===== src/rtl/seq_pkg.sv =====
// Shared FSM state type and sizing helpers for the bit serializer.
package seq_pkg;

  typedef enum logic {
    IDLE  = 1'b0,
    SHIFT = 1'b1
  } state_t;

  localparam int DEFAULT_DATA_W = 8;

  // Bit-counter width; never narrower than one bit, even for 2-bit words.
  function automatic int cnt_width(input int data_w);
    return (data_w <= 2) ? 1 : $clog2(data_w);
  endfunction

endpackage


===== src/rtl/piso_shift_reg.sv =====
// Loadable parallel-in/serial-out shifter. It stores only the bits still to come;
// the first bit of a word is handed straight to the caller through o_first.
module piso_shift_reg
  import seq_pkg::*;
#(
  parameter int DATA_W    = DEFAULT_DATA_W,
  parameter bit MSB_FIRST = 1'b1
) (
  input  logic              clk,
  input  logic              rst_n,
  input  logic              i_load,
  input  logic              i_shift,
  input  logic [DATA_W-1:0] i_data,
  output logic              o_first,
  output logic              o_head
);

  logic [DATA_W-1:0] r_shift;
  logic [DATA_W-1:0] w_load_val;
  logic [DATA_W-1:0] w_shift_val;

  generate
    if (MSB_FIRST) begin : g_msb
      assign o_first     = i_data[DATA_W-1];
      assign o_head      = r_shift[DATA_W-1];
      assign w_load_val  = {i_data[DATA_W-2:0], 1'b0};
      assign w_shift_val = {r_shift[DATA_W-2:0], 1'b0};
    end else begin : g_lsb
      assign o_first     = i_data[0];
      assign o_head      = r_shift[0];
      assign w_load_val  = {1'b0, i_data[DATA_W-1:1]};
      assign w_shift_val = {1'b0, r_shift[DATA_W-1:1]};
    end
  endgenerate

  always_ff @(posedge clk or negedge rst_n) begin
    if (!rst_n) begin
      r_shift <= '0;
    end else if (i_load) begin
      r_shift <= w_load_val;
    end else if (i_shift) begin
      r_shift <= w_shift_val;
    end
  end

endmodule


===== src/rtl/bit_serializer.sv =====
// Word-to-bit serializer: one shifter plus one holding register, giving
// back-to-back words on ser_out with every output driven from a flop.
module bit_serializer
  import seq_pkg::*;
#(
  parameter int DATA_W    = DEFAULT_DATA_W,
  parameter bit MSB_FIRST = 1'b1,
  parameter bit IDLE_BIT  = 1'b0
) (
  input  logic              clk,
  input  logic              rst,
  input  logic              s_valid,
  input  logic [DATA_W-1:0] s_data,
  output logic              s_ready,
  output logic              ser_out,
  output logic              ser_valid,
  output logic              word_done,
  output logic              busy
);

  localparam int               CNT_W        = cnt_width(DATA_W);
  localparam logic [CNT_W-1:0] LAST_CNT     = CNT_W'(DATA_W - 1);
  localparam logic [CNT_W-1:0] PRE_LAST_CNT = CNT_W'(DATA_W - 2);

  state_t            r_state;
  logic [CNT_W-1:0]  r_cnt;
  logic [DATA_W-1:0] r_hold;
  logic              r_hold_full;
  logic              r_ready;
  logic              r_ser_out;
  logic              r_ser_valid;
  logic              r_word_done;
  logic              r_busy;

  logic              w_accept;
  logic              w_last;
  logic              w_load;
  logic              w_shift;
  logic              w_direct;
  logic              w_hold_wr;
  logic              w_hold_full_next;
  logic              w_first;
  logic              w_head;
  logic [DATA_W-1:0] w_load_data;

  assign w_accept = s_valid & r_ready;
  assign w_last   = (r_state == SHIFT) && (r_cnt == LAST_CNT);

  // An empty or finishing shifter takes the held word first, otherwise a word arriving now.
  assign w_load      = ((r_state == IDLE) || w_last) && (r_hold_full || w_accept);
  assign w_shift     = (r_state == SHIFT) && !w_last;
  assign w_direct    = w_load && !r_hold_full;
  assign w_hold_wr   = w_accept && !w_direct;
  assign w_load_data = r_hold_full ? r_hold : s_data;

  assign w_hold_full_next = w_hold_wr ? 1'b1 :
                            (w_load && r_hold_full) ? 1'b0 : r_hold_full;

  piso_shift_reg #(
    .DATA_W    (DATA_W),
    .MSB_FIRST (MSB_FIRST)
  ) u_piso (
    .clk     (clk),
    .rst_n   (rst),
    .i_load  (w_load),
    .i_shift (w_shift),
    .i_data  (w_load_data),
    .o_first (w_first),
    .o_head  (w_head)
  );

  always_ff @(posedge clk or negedge rst) begin
    if (!rst) begin
      r_state     <= IDLE;
      r_cnt       <= '0;
      r_hold      <= '0;
      r_hold_full <= 1'b0;
      r_ready     <= 1'b0;
      r_ser_out   <= IDLE_BIT;
      r_ser_valid <= 1'b0;
      r_word_done <= 1'b0;
      r_busy      <= 1'b0;
    end else begin
      if (w_hold_wr) begin
        r_hold <= s_data;
      end
      r_hold_full <= w_hold_full_next;
      r_ready     <= !w_hold_full_next;
      r_busy      <= w_load || w_shift || w_hold_full_next;

      if (w_load) begin
        r_state     <= SHIFT;
        r_cnt       <= '0;
        r_ser_out   <= w_first;
        r_ser_valid <= 1'b1;
        r_word_done <= (LAST_CNT == '0);
      end else if (w_shift) begin
        r_state     <= SHIFT;
        r_cnt       <= r_cnt + 1'b1;
        r_ser_out   <= w_head;
        r_ser_valid <= 1'b1;
        r_word_done <= (r_cnt == PRE_LAST_CNT);
      end else begin
        r_state     <= IDLE;
        r_cnt       <= '0;
        r_ser_out   <= IDLE_BIT;
        r_ser_valid <= 1'b0;
        r_word_done <= 1'b0;
      end
    end
  end

  assign s_ready   = r_ready;
  assign ser_out   = r_ser_out;
  assign ser_valid = r_ser_valid;
  assign word_done = r_word_done;
  assign busy      = r_busy;

endmodule


===== config.mk =====
export PLATFORM = sky130hd
export DESIGN_NAME = bit_serializer
export DESIGN_NICKNAME = d
export VERILOG_FILES = /design/src/rtl/seq_pkg.sv /design/src/rtl/piso_shift_reg.sv /design/src/rtl/bit_serializer.sv
export SDC_FILE = /design/constraint.sdc
export NUM_CORES = 1
export LEC_CHECK = 0
export BUFFER_PORTS_ARGS = -buffer_cell sky130_fd_sc_hd__buf_2
export CAP_MARGIN = 10
export CORE_MARGIN = 10
export CORE_UTILIZATION = 49
export DETAILED_ROUTE_END_ITERATION = 10
export MAX_ROUTING_LAYER = met4
export PLACE_DENSITY = 0.77
export SETUP_SLACK_MARGIN = 0.02
export SYNTH_ARGS = -nofsm -noshare
export SYNTH_HDL_FRONTEND = slang
export SYNTH_HIERARCHICAL = 1
export SYNTH_SLANG_ARGS = --single-unit

===== constraint.sdc =====
create_clock -name clk -period 1.6 [get_ports clk]
set_input_delay 0.08 -clock clk [delete_from_list [all_inputs] [get_ports clk]]
set_output_delay 0.08 -clock clk [all_outputs]
set_load 0.005 [all_outputs]

# Word-level counts from Yosys, hierarchy flattened

Index checks and enable logic that the tools add are counted.

Flip-flop bits (word level): 25
Word-level logic and storage cells: 42
Memory bits (writable): 0
Memories: 0
Memory bits (read-only): 0
Bits of input ports: 11
Bits in latches: 0

$mul: 0
$add $sub $neg: 1
Shift-type cells: 0
Reductions and logical operators: 15
Mux-type cells: 13
Equal/unequal tests: 2
Bitwise logic cells: 2
Order comparisons: 0
Divide/modulo/power cells: 0

Operator list:

| cell                | number |
|---|---|
| $mux 8              | 3 |
| $mux 1              | 8 |
| $eq 3x3->1 const B  | 2 |
| $logic_and 1x1->1   | 6 |
| $mux 3              | 2 |
| $logic_not 1->1     | 4 |
| $logic_or 1x1->1    | 4 |
| $add 3x1->3 const B | 1 |
| $reduce_bool 2->1   | 1 |
| $and 1x1->1         | 1 |
| $not 1->1           | 1 |

# Longest topological paths before layout

Gate-level depths: netlist of run 1.

Depth in word-level cells: 9
Mapped depth: 8

# Modules after synthesis

The synthesis of run 1 kept the hierarchy.

By module, submodules not included:

| module         | cells each | area an instance (um^2) | times used | seq. area each (um^2) |
|---|---|---|---|---|
| bit_serializer | 55         | 763.2                   | 1          | 425.4 |
| piso_shift_reg | 31         | 329.1                   | 1          | 175.2 |

# Worst setup path after synthesis of run 1

Ideal clock, no wire load.

Path kind: register to register
Start point: register r_cnt[0]
End point: register r_hold[0]
Stages on the path, launching flop included: 7
Path slack: 0.092 ns
Arrival time: 1.383 ns
Clock period less this slack: 1.508 ns
Cell sequence: dfrtp_1 -> ha_1 -> ha_1 -> nand2b_4 -> inv_2 -> o21ai_4 -> mux2_2

Longest elaborated chain between the ends: 7

Ends and longest elaborated chain:

| what                   | RTL line             | RTL |
|---|---|---|
| start, declared        | bit_serializer.sv:26 | `logic [CNT_W-1:0] r_cnt;` |
| start signal, assigned | bit_serializer.sv:99 | `r_cnt <= r_cnt + 1'b1;` |
| $eq 3x3->1             | bit_serializer.sv:47 | `assign w_last = (r_state == SHIFT) && (r_cnt == LAST_CNT);` |
| $logic_and 1x1->1      | bit_serializer.sv:47 |  |
| $logic_or 1x1->1       | bit_serializer.sv:50 | `assign w_load = ((r_state == IDLE) \|\| w_last) && (r_hold_full \|\| w_accept);` |
| $logic_and 1x1->1      | bit_serializer.sv:50 |  |
| $logic_and 1x1->1      | bit_serializer.sv:52 | `assign w_direct = w_load && !r_hold_full;` |
| $logic_not 1->1        | bit_serializer.sv:53 | `assign w_hold_wr = w_accept && !w_direct;` |
| $logic_and 1x1->1      | bit_serializer.sv:53 |  |
| end signal, assigned   | bit_serializer.sv:85 | `r_hold <= s_data;` |
| end, declared          | bit_serializer.sv:27 | `logic [DATA_W-1:0] r_hold;` |

Every way passes these cells.
A chain may end at the register's enable or synchronous reset.

# Worst setup path in the final report of run 1

Start point: register r_cnt[0]
End point: register r_hold[6]

Same word-level chain as after synthesis.

==> results of run 1 <==
## layout make-up
| class | count | area (µm²) | area share |
|---|---|---|---|
| Inverter | 3 | 16.27 | 0.01168 |
| Multi-Input combinational cell | 55 | 474.2 | 0.3405 |
| Tap cell | 28 | 35.03 | 0.02516 |
| Sequential cell | 24 | 600.6 | 0.4313 |
| Timing Repair Buffer | 30 | 230.2 | 0.1653 |
| Clock buffer | 4 | 36.28 | 0.02606 |
## sequential cells by signal, indices dropped and copies added (netlist names)
name and count:
busy 1, ser_out 1, r_hold 8, word_done 1
r_hold_full 1, u_piso/r_shift 7, s_ready 1, ser_valid 1
r_cnt 3
## layer usage
layer / global-route usage / wire length (µm) / vias up / part of all wire
li1: - / - / 354 / -
met1: 0.1243 / 872 / 326 / 0.45
met2: 0.1588 / 944 / 13 / 0.49
met3: 0.01653 / 55 / 8 / 0.028
met4: 0.06154 / 64 / 0 / 0.033
met5: - / 0 / - / 0
## metrics by stage
stage                     total power, mW  setup slack (ps)
after CTS                           2.337            -9.476
final                               2.383            -8.382
after global placement              1.850             30.57
after detailed placement            1.904            -34.13
after global routing                2.577            -52.37
after floorplan                     1.668             92.28
## cells by family after synthesis
kind of cell | count (synthesis) | synth area share
multiplexers | 22 | 0.2199
AO/OA/AOI/OAI | 9 | 0.05155
AND/OR/NAND/NOR | 20 | 0.09622
adder cells (fa/ha/maj) | 4 | 0.04353
flip-flops | 24 | 0.5498
buffers and inverters | 7 | 0.03894
## report_power, final
group / switching, mW / internal [mW]
Combinational: 0.433 / 0.630
Clock: 0.174 / 0.139
Sequential: 0.157 / 0.849
## cells in the mapped netlist
| master | number |
|---|---|
| dfrtp_1 | 24 |
| mux2_2 | 16 |
| nand2_1 | 9 |
| mux2i_1 | 6 |
| o21ai_1 | 6 |
| nor2_1 | 4 |
| ha_1 | 3 |
| and2_2 | 2 |
| buf_4 | 2 |
| inv_1 | 2 |
| o21ai_0 | 2 |
| and3_2 | 1 |
| buf_2 | 1 |
| buf_6 | 1 |
| inv_2 | 1 |
| maj3_1 | 1 |
| nand2b_1 | 1 |
| nand2b_4 | 1 |
| o21ai_4 | 1 |
| or3_1 | 1 |
| or3_2 | 1 |
## worst max-delay path, delay by kind of cell, from the launching register on
kind            cells  cell delay [ps]
flops               1              410
simple gates        1              160
mux                 1              290
fa+ha+maj           2              350
buf+inv             2              230
compound gates      1               60
## worst max path at each step
stage	start	to	slack, ps	cells past startpoint
detailed placement	r_cnt[0]	r_hold[0]	-30	6
finish	r_cnt[0]	r_hold[6]	-8	7
floorplan	r_cnt[0]	r_hold[0]	90	6
CTS	r_cnt[1]	r_hold[6]	-9	7
global route	r_cnt[0]	r_hold[1]	-50	7
global placement	r_cnt[0]	r_hold[3]	30	6
## what timing repair did
item,CTS,global route
buffers inserted,4,3
pin swaps,2,2
hold buffers,5,2
endpoints found under the setup margin,13,16
endpoints found under the hold margin,28,2
resized for setup,5,3
==> results.yml, run 1 <==
outcome:
  status: "finished, violations left"
  violations: "setup timing"
clock_network:
  h-tree-depth: 1
  cts_root_buffer: "clkbuf_4"
  ctsLongestPathBuffers: 2
  cts_tree: "done"
  clkTransAtPathRegs_ps: 120
  cts_buffers: 3
  clock-sinks: 24
  clk_latency_ps: 310
die:
  die-area_um2: 4518
  pin_count: 16
  coreArea_um2: 2170
  die_w_um: 67.22
  initial_core_util: 0.5035
  std_cell_rows: 17
  die_y_um: 67.22
power:
  ir_drop_mv: 1.093
  p_per_area_nw_per_um2: 1711
  leakage_nw: 0.6743
layout:
  drive_gt1_frac: 0.4569
  most-common-layout-cells: "24 x dfrtp_1, 15 x buf_2, 14 x mux2_2, 9 x nand2_1, 7 x dlygate4sd3_1"
  final_common_cell: "dfrtp_1"
  syn_to_final_growth_pct: 27.49
  final_core_util: 0.6419
  fillers: 171
  fin_cells: 144
  finalInstanceArea_um2: 1393
  antenna_cells: 0
  fin_nets: 131
sta:
  fin_skew_ps: 10.18
  period_needed_ps: 1608
  slew_headroom: 0.6626
  holdWs_ps: 11.84
  setup-violations-final: 1
  hold_viol: 0
  fmax_mhz: 621.7
  period_share: 1.005
  tightest_slew_ps: 506.1
  finalSetupTns_ps: -8.382
  maxSlewViolCount: 0
  grt_setup_unrepaired: "true"
  timing.final.ws_setup_ps: -8.382
global_route:
  grt_max_degree: 25
  grt_pass1_wl_um: 3422
  overflow: 0
  track_usage: 0.1030
  grt_pass1_vias: 734
  antenna_found_initial: 0
setup_path:
  slowest_stage: "dfrtp_1"
  regToRegSetupSlack_ps: -8
  crit_path_end_kind: "register"
  setup.worst_path.class: "reg -> reg"
  critical_path.max_fanout: 8
  critPathLaunchType: "register"
  critPathRequiredTime_ps: 1810
  slowest_delay_ps: 410
  regToRegStartpoint: "r_cnt[0]"
  rr_worst_depth: 7
  r2r_end: "r_hold[6]"
  worstPathArrival_ps: 1810
  path_cells: "ha_2, ha_4, nand2b_4, inv_6, o21ai_4, buf_12, mux2_4"
synth:
  synthCells: 86
  syn_area_um2: 1092
  synth.area.top_cells: "dfrtp_1 55%, mux2_2 16%, mux2i_1 5.5%"
  syn_avg_cell_area_um2: 12.70
  synth-seq-cells: 24
  ys.warnings.count: 6
  syn_nets: 100
  synth_top_area_frac: 0.5498
  ys_seq_area_frac: 0.5498
  synth_cell_types: 21
  synth_top_cell_by_area: "dfrtp_1"
route:
  routed_wl_um: 1937
  drc_errors: 0
  routed_via_density: 4.868
  ant_nets: 0
  via_count: 701
  drt_iter0_markers: 12
  routedWlPerCell_um: 13.45
  dr.pass1.iters: 4
hold_path:
  hold_path.startpoint: "s_data[6]"
  min_path_type: "in -> reg"
  hold_end: "r_hold[6]"
  worstHoldPathCells: 2
place:
  gp_congestion: 0.6806
  place_hpwl_um: 1399
  dpl_cell_area_um2: 1206
  dp.cells: 128
  io_buffers: 15
job:
  max_cap_violations: 0
(Power assumes the default switching activity.)
==> inputs of run 2 (changes only) <==
SKIP_CTS_REPAIR_TIMING = 1   (was not set)
==> run 2 against run 1 <==
Against the previous run:
- the run still ends with setup timing left
- clock power decreased by 1%
- critical path depth unchanged
- sequential cell count unchanged
- clock skew decreased by 2.3 ps
- core utilization increased by 2.5 points
- fmax decreased by 1.1%
- routed wire length increased by 15%
- critical endpoint unchanged
- largest power group unchanged
==> results.yml, run 2 (synthesized netlist as in run 1, its figures left out) <==
route:
  routed_via_density: 5.056
  routed_wl_um: 2221
  drt_iter0_markers: 30
  via_count: 723
  dr.pass1.iters: 4
  drc_errors: 0
  ant_nets: 0
  routedWlPerCell_um: 15.53
setup_path:
  worstPathArrival_ps: 1830
  slowest_stage: "dfrtp_1"
  setup.worst_path.class: "reg -> reg"
  critPathLaunchType: "register"
  critPathRequiredTime_ps: 1810
  path_cells: "ha_2, ha_4, nand2b_4, inv_6, o21ai_4, buf_12, mux2_4"
  crit_path_end_kind: "register"
  slowest_delay_ps: 410
  critical_path.max_fanout: 8
place:
  gp_congestion: 0.6806
  place_hpwl_um: 1399
  dp.cells: 128
  io_buffers: 15
layout:
  syn_to_final_growth_pct: 32.53
  most-common-layout-cells: "24 x dfrtp_1, 15 x buf_2, 9 x nand2_1, 8 x mux2_2, 8 x mux2_4"
  fin_cells: 143
  largest_register_ffs: 8
  fillers: 161
  regMostFlops: "r_hold"
  register_area_um2: 600.6
  final_common_cell: "dfrtp_1"
  reg_top3: "r_hold (8), u_piso/r_shift (7), r_cnt (3)"
  drive_gt1_frac: 0.4957
  multi_input_area_um2: 529.3
  antenna_cells: 0
  fin_nets: 130
die:
  die_w_um: 67.22
  die_y_um: 67.22
  pin_count: 16
  coreArea_um2: 2170
  die-area_um2: 4518
  initial_core_util: 0.5035
  std_cell_rows: 17
global_route:
  grt_max_degree: 25
  overflow: 0
  track_usage: 0.09709
  grt_pass1_wl_um: 3263
  grt_pass1_vias: 715
  antenna_found_initial: 0
sta:
  period_needed_ps: 1627
  fin_skew_ps: 7.927
  period_share: 1.017
  setup-violations-final: 8
  slew_headroom: 0.6567
  timing.final.ws_setup_ps: -26.90
  fmax_mhz: 614.7
  hold_viol: 0
  grt_setup_unrepaired: "true"
  tightest_slew_ps: 514.9
  maxSlewViolCount: 0
clock_network:
  h-tree-depth: 1
  ctsLongestPathBuffers: 2
  cts_root_buffer: "clkbuf_4"
  clk_latency_ps: 310
  clock-sinks: 24
  cts_tree: "done"
  clkTransAtPathRegs_ps: 120
  cts_buffers: 3
outcome:
  violations: "setup timing"
  status: "finished, violations left"
power:
  ir_drop_mv: 0.9887
  p_per_area_nw_per_um2: 1753
  power_mw: 2.538
  leakage_nw: 0.6967
hold_path:
  min_path_type: "in -> reg"
job:
  max_cap_violations: 0
## run 2: critical path, delay by kind of cell, from the launching register on
family,cells,cell delay [ps]
compound gates,1,70
fa+ha+maj,2,350
buf+inv,2,240
flops,1,410
mux,1,290
simple gates,1,160
## run 2: final timing paths
| check | startpoint | endpoint | slack, ps | cells past startpoint |
|---|---|---|---|---|
| max | r_cnt[1] | r_hold[6] | -30 | 7 |
| min | s_data[4] | r_hold[4] | 1 | 2 |
| max reg2reg | r_cnt[1] | r_hold[6] | -30 | 7 |
| min reg2reg | u_piso/r_shift[7] | ser_out | 500 | 2 |
| max in group asynchronous | rst | r_cnt[2] | 1000 | 2 |
| min in group asynchronous | rst | u_piso/r_shift[7] | 250 | 2 |
## run 2: area by class of cell
class / instances / area share
multi-input combinational: 55 / 0.3656
timing repair buffer: 29 / 0.1590
clock buffer: 4 / 0.02506
tap: 28 / 0.02420
sequential: 24 / 0.4149
inverter: 3 / 0.01124
## run 2: power breakdown
group          leakage [nW]  internal, mW  switching [mW]  total, mW
clock network        0.0210         0.139           0.170      0.309
logic                 0.383         0.704           0.497       1.20
registers             0.292         0.850           0.177       1.03
## run 2: stage by stage
stage | area (µm²) | TNS [ps] | util | hold slack (ps) | setup WS (ps)
floorplan | 1092 | 0 | - | -215.6 | 92.28
global placement | 1206 | 0 | 0.5559 | 76.99 | 30.57
detailed placement | 1206 | -238.2 | 0.5559 | 79.33 | -34.13
CTS | 1242 | -398.5 | 0.5727 | -278.2 | -58.66
global route | 1448 | -695.8 | 0.6672 | -8.178 | -78.89
finish | 1448 | -158.5 | 0.6672 | 1.472 | -26.90
## run 2: layer usage
layer | global-route usage | up-vias | wire length, µm
li1 | - | 349 | -
met1 | 0.1085 | 351 | 995
met2 | 0.1576 | 17 | 1099
met3 | 0.01653 | 6 | 85
met4 | 0.06154 | 0 | 41
met5 | - | - | 0
==> inputs of run 3 (changes only) <==
SYNTH_HIERARCHICAL = not set   (was 1)
==> run 3 against run 2 <==
Against the previous run:
- the run still ends with setup timing left
- routed wire length down 2.0%
- worst setup slack worse by 34 ps
- critical path depth fell by 1
- sequential cell count did not move
- first-iteration DRC count decreased by 53%
- sequential power is essentially flat
- clock-buffer cell count unchanged
- clock power is 1% higher
- register-to-register slack got worse by 30 ps
- fmax shrank 2.1%
- global-route usage down 0.081 points
- critical endpoint is now r_hold[1]
==> results.yml, run 3 <==
clock_network:
  cts_root_buffer: "clkbuf_4"
  clk_latency_ps: 310
  cts_buffers: 3
  clock-sinks: 24
  clkTransAtPathRegs_ps: 130
  ctsLongestPathBuffers: 2
  cts_tree: "done"
  h-tree-depth: 1
synth:
  synth-xor-area-share: 0
  ys.warnings.count: 0
  syn_area_um2: 1057
  syn_avg_cell_area_um2: 13.55
  synthAdderAreaFrac: 0.03550
  synthCells: 78
  synth_top_area_frac: 0.5680
  synth_compound_area_frac: 0.1077
  synthArstFlopShare: 1.000
  muxShareOfSynthArea: 0.1609
  syn_nets: 92
  synth-edff-count: 0
  synth_cell_types: 20
  synth_top_cell_by_area: "dfrtp_1"
  synth-seq-cells: 24
  synth_most_common_cell: "dfrtp_1"
  synth.area.top_cells: "dfrtp_1 57%, mux2i_1 7.6%, mux2_2 7.5%"
  ys_seq_area_frac: 0.5680
  ys.flop_type: "dfrtp_1"
  synthSimpleGateAreaFrac: 0.08639
  synth_top_family_by_area: "multiplexers"
  netlist_top_cells_count: "24 x dfrtp_1, 8 x mux2i_1, 7 x mux2_2, 7 x nor3_1, 6 x a221o_2"
place:
  dpl_cell_area_um2: 1211
  io_buffers: 15
  place_hpwl_um: 1466
  gp_congestion: 0.7471
route:
  drc_errors: 0
  drt_iter0_markers: 14
  routed_wl_um: 2176
  routedWlPerCell_um: 15.32
  routed_via_density: 5.338
  ant_nets: 0
  via_count: 758
  dr.pass1.iters: 4
global_route:
  grtUsageMet2: 0.1615
  antenna_found_initial: 0
  use_met1: 0.1011
  track_usage: 0.09628
  grt-busiest-layer: "met2"
  grt_max_degree: 25
  overflow: 0
  grt_use_met3: 0.03344
  grt_pass1_wl_um: 3194
  grt_pass1_vias: 736
setup_path:
  regToRegSetupSlack_ps: -60
  critPathRequiredTime_ps: 1810
  r2r_end: "r_hold[1]"
  critPathLaunchType: "register"
  critical_path.max_fanout: 5
  setup.worst_path.class: "reg -> reg"
  regToRegStartpoint: "r_cnt[1]"
  crit_path_end_kind: "register"
  rr_worst_depth: 6
  worstPathArrival_ps: 1870
layout:
  fin_nets: 130
  syn_to_final_growth_pct: 33.96
  largest_register_ffs: 8
  reg_top3: "r_hold (8), u_piso.r_shift (7), r_cnt (3)"
  final_common_cell: "dfrtp_1"
  regMostFlops: "r_hold"
  finalInstanceArea_um2: 1416
  most-common-layout-cells: "24 x dfrtp_1, 15 x buf_2, 10 x buf_4, 8 x mux2i_1, 8 x dlygate4sd3_1"
  antenna_cells: 0
  drive_gt1_frac: 0.4783
power:
  p_per_area_nw_per_um2: 1777
  leakage_nw: 0.7027
  ir_drop_mv: 0.9731
  power_mw: 2.516
die:
  initial_core_util: 0.5281
  die-area_um2: 4416
  die_w_um: 66.45
  std_cell_rows: 16
  die_y_um: 66.45
  pin_count: 16
  coreArea_um2: 2002
sta:
  tightest_slew_ps: 512.9
  timing.final.ws_setup_ps: -61.24
  grt_setup_unrepaired: "true"
  period_needed_ps: 1661
  hold_viol: 0
  slew_headroom: 0.6581
  holdWs_ps: 23.28
  setup-violations-final: 13
  finalSetupTns_ps: -352.9
  period_share: 1.038
  fin_skew_ps: 2.912
  maxSlewViolCount: 0
  fmax_mhz: 602.0
hold_path:
  hold_path.startpoint: "s_data[7]"
  worstHoldPathCells: 2
  min_path_type: "in -> reg"
  hold_end: "r_hold[7]"
outcome:
  violations: "setup timing"
  status: "finished, violations left"
job:
  max_cap_violations: 0
[run 3: cell count changes in the layout (fill, tap and decap cells not counted), moves of 3 or more]
cell | previous run | this run
o21ai_1 | 3 | 0
o21ai_2 | 3 | 0
a221o_2 | 0 | 6
nor3_1 | 0 | 7
mux2_4 | 8 | 5
mux2_2 | 8 | 3
mux2i_1 | 4 | 8
nand2_1 | 9 | 3
buf_4 | 3 | 10
[run 3: where the power goes]
group	total (mW)	internal, mW	switching (mW)
Sequential	1.05	0.865	0.183
Clock	0.313	0.139	0.174
Combinational	1.16	0.682	0.473
[run 3: layout make-up]
| class | count | area (µm²) |
|---|---|---|
| flip-flops and latches | 24 | 600.6 |
| fillers | 148 | 585.6 |
| multi-input cells | 48 | 470.5 |
| repair buffers | 36 | 264.0 |
| clock buffers | 4 | 36.28 |
| well taps | 27 | 33.78 |
| inverters | 3 | 11.26 |
[run 3: per-stage QoR]
step	setup WS [ps]	utilization	cells
4_1_cts	-95.77	0.6231	129
2_1_floorplan	17.98	-	78
3_5_place_dp	-81.64	0.6050	125
5_1_grt	-89.27	0.7075	142
6_report	-61.24	0.7075	142
3_3_place_gp	-27.54	0.6050	125
[run 3: critical path, stage by stage (launching register included)]
cell	delay, ps
dfrtp_1	380
ha_2	210
ha_4	140
nor2b_2	40
buf_6	130
o211ai_4	330
mux2_4	340
[run 3: worst max-delay path by stage]
stage          cells past startpoint  slack (ps)  startpoint   endpoint
2_1_floorplan                      6          20    r_cnt[0]  r_hold[0]
3_3_place_gp                       6         -30    r_cnt[0]  r_hold[5]
3_5_place_dp                       6         -80    r_cnt[1]  r_hold[6]
4_1_cts                            6        -100    r_cnt[1]  r_hold[6]
5_1_grt                            6         -90    r_cnt[1]  r_hold[1]
6_report                           6         -60    r_cnt[1]  r_hold[1]
[run 3: cell families after synthesis]
logic type,count (synthesis)
buffers and inverters,7
adders and majority gates,3
DFF,24
AOI/OAI and AO/OA,10
and+or+nand+nor,18
muxes,16
[run 3: metal layers]
layer	routed length (µm)	up-vias
li1	-	358
met1	917	387
met2	1157	11
met3	94	2
met4	8	0
met5	0	-
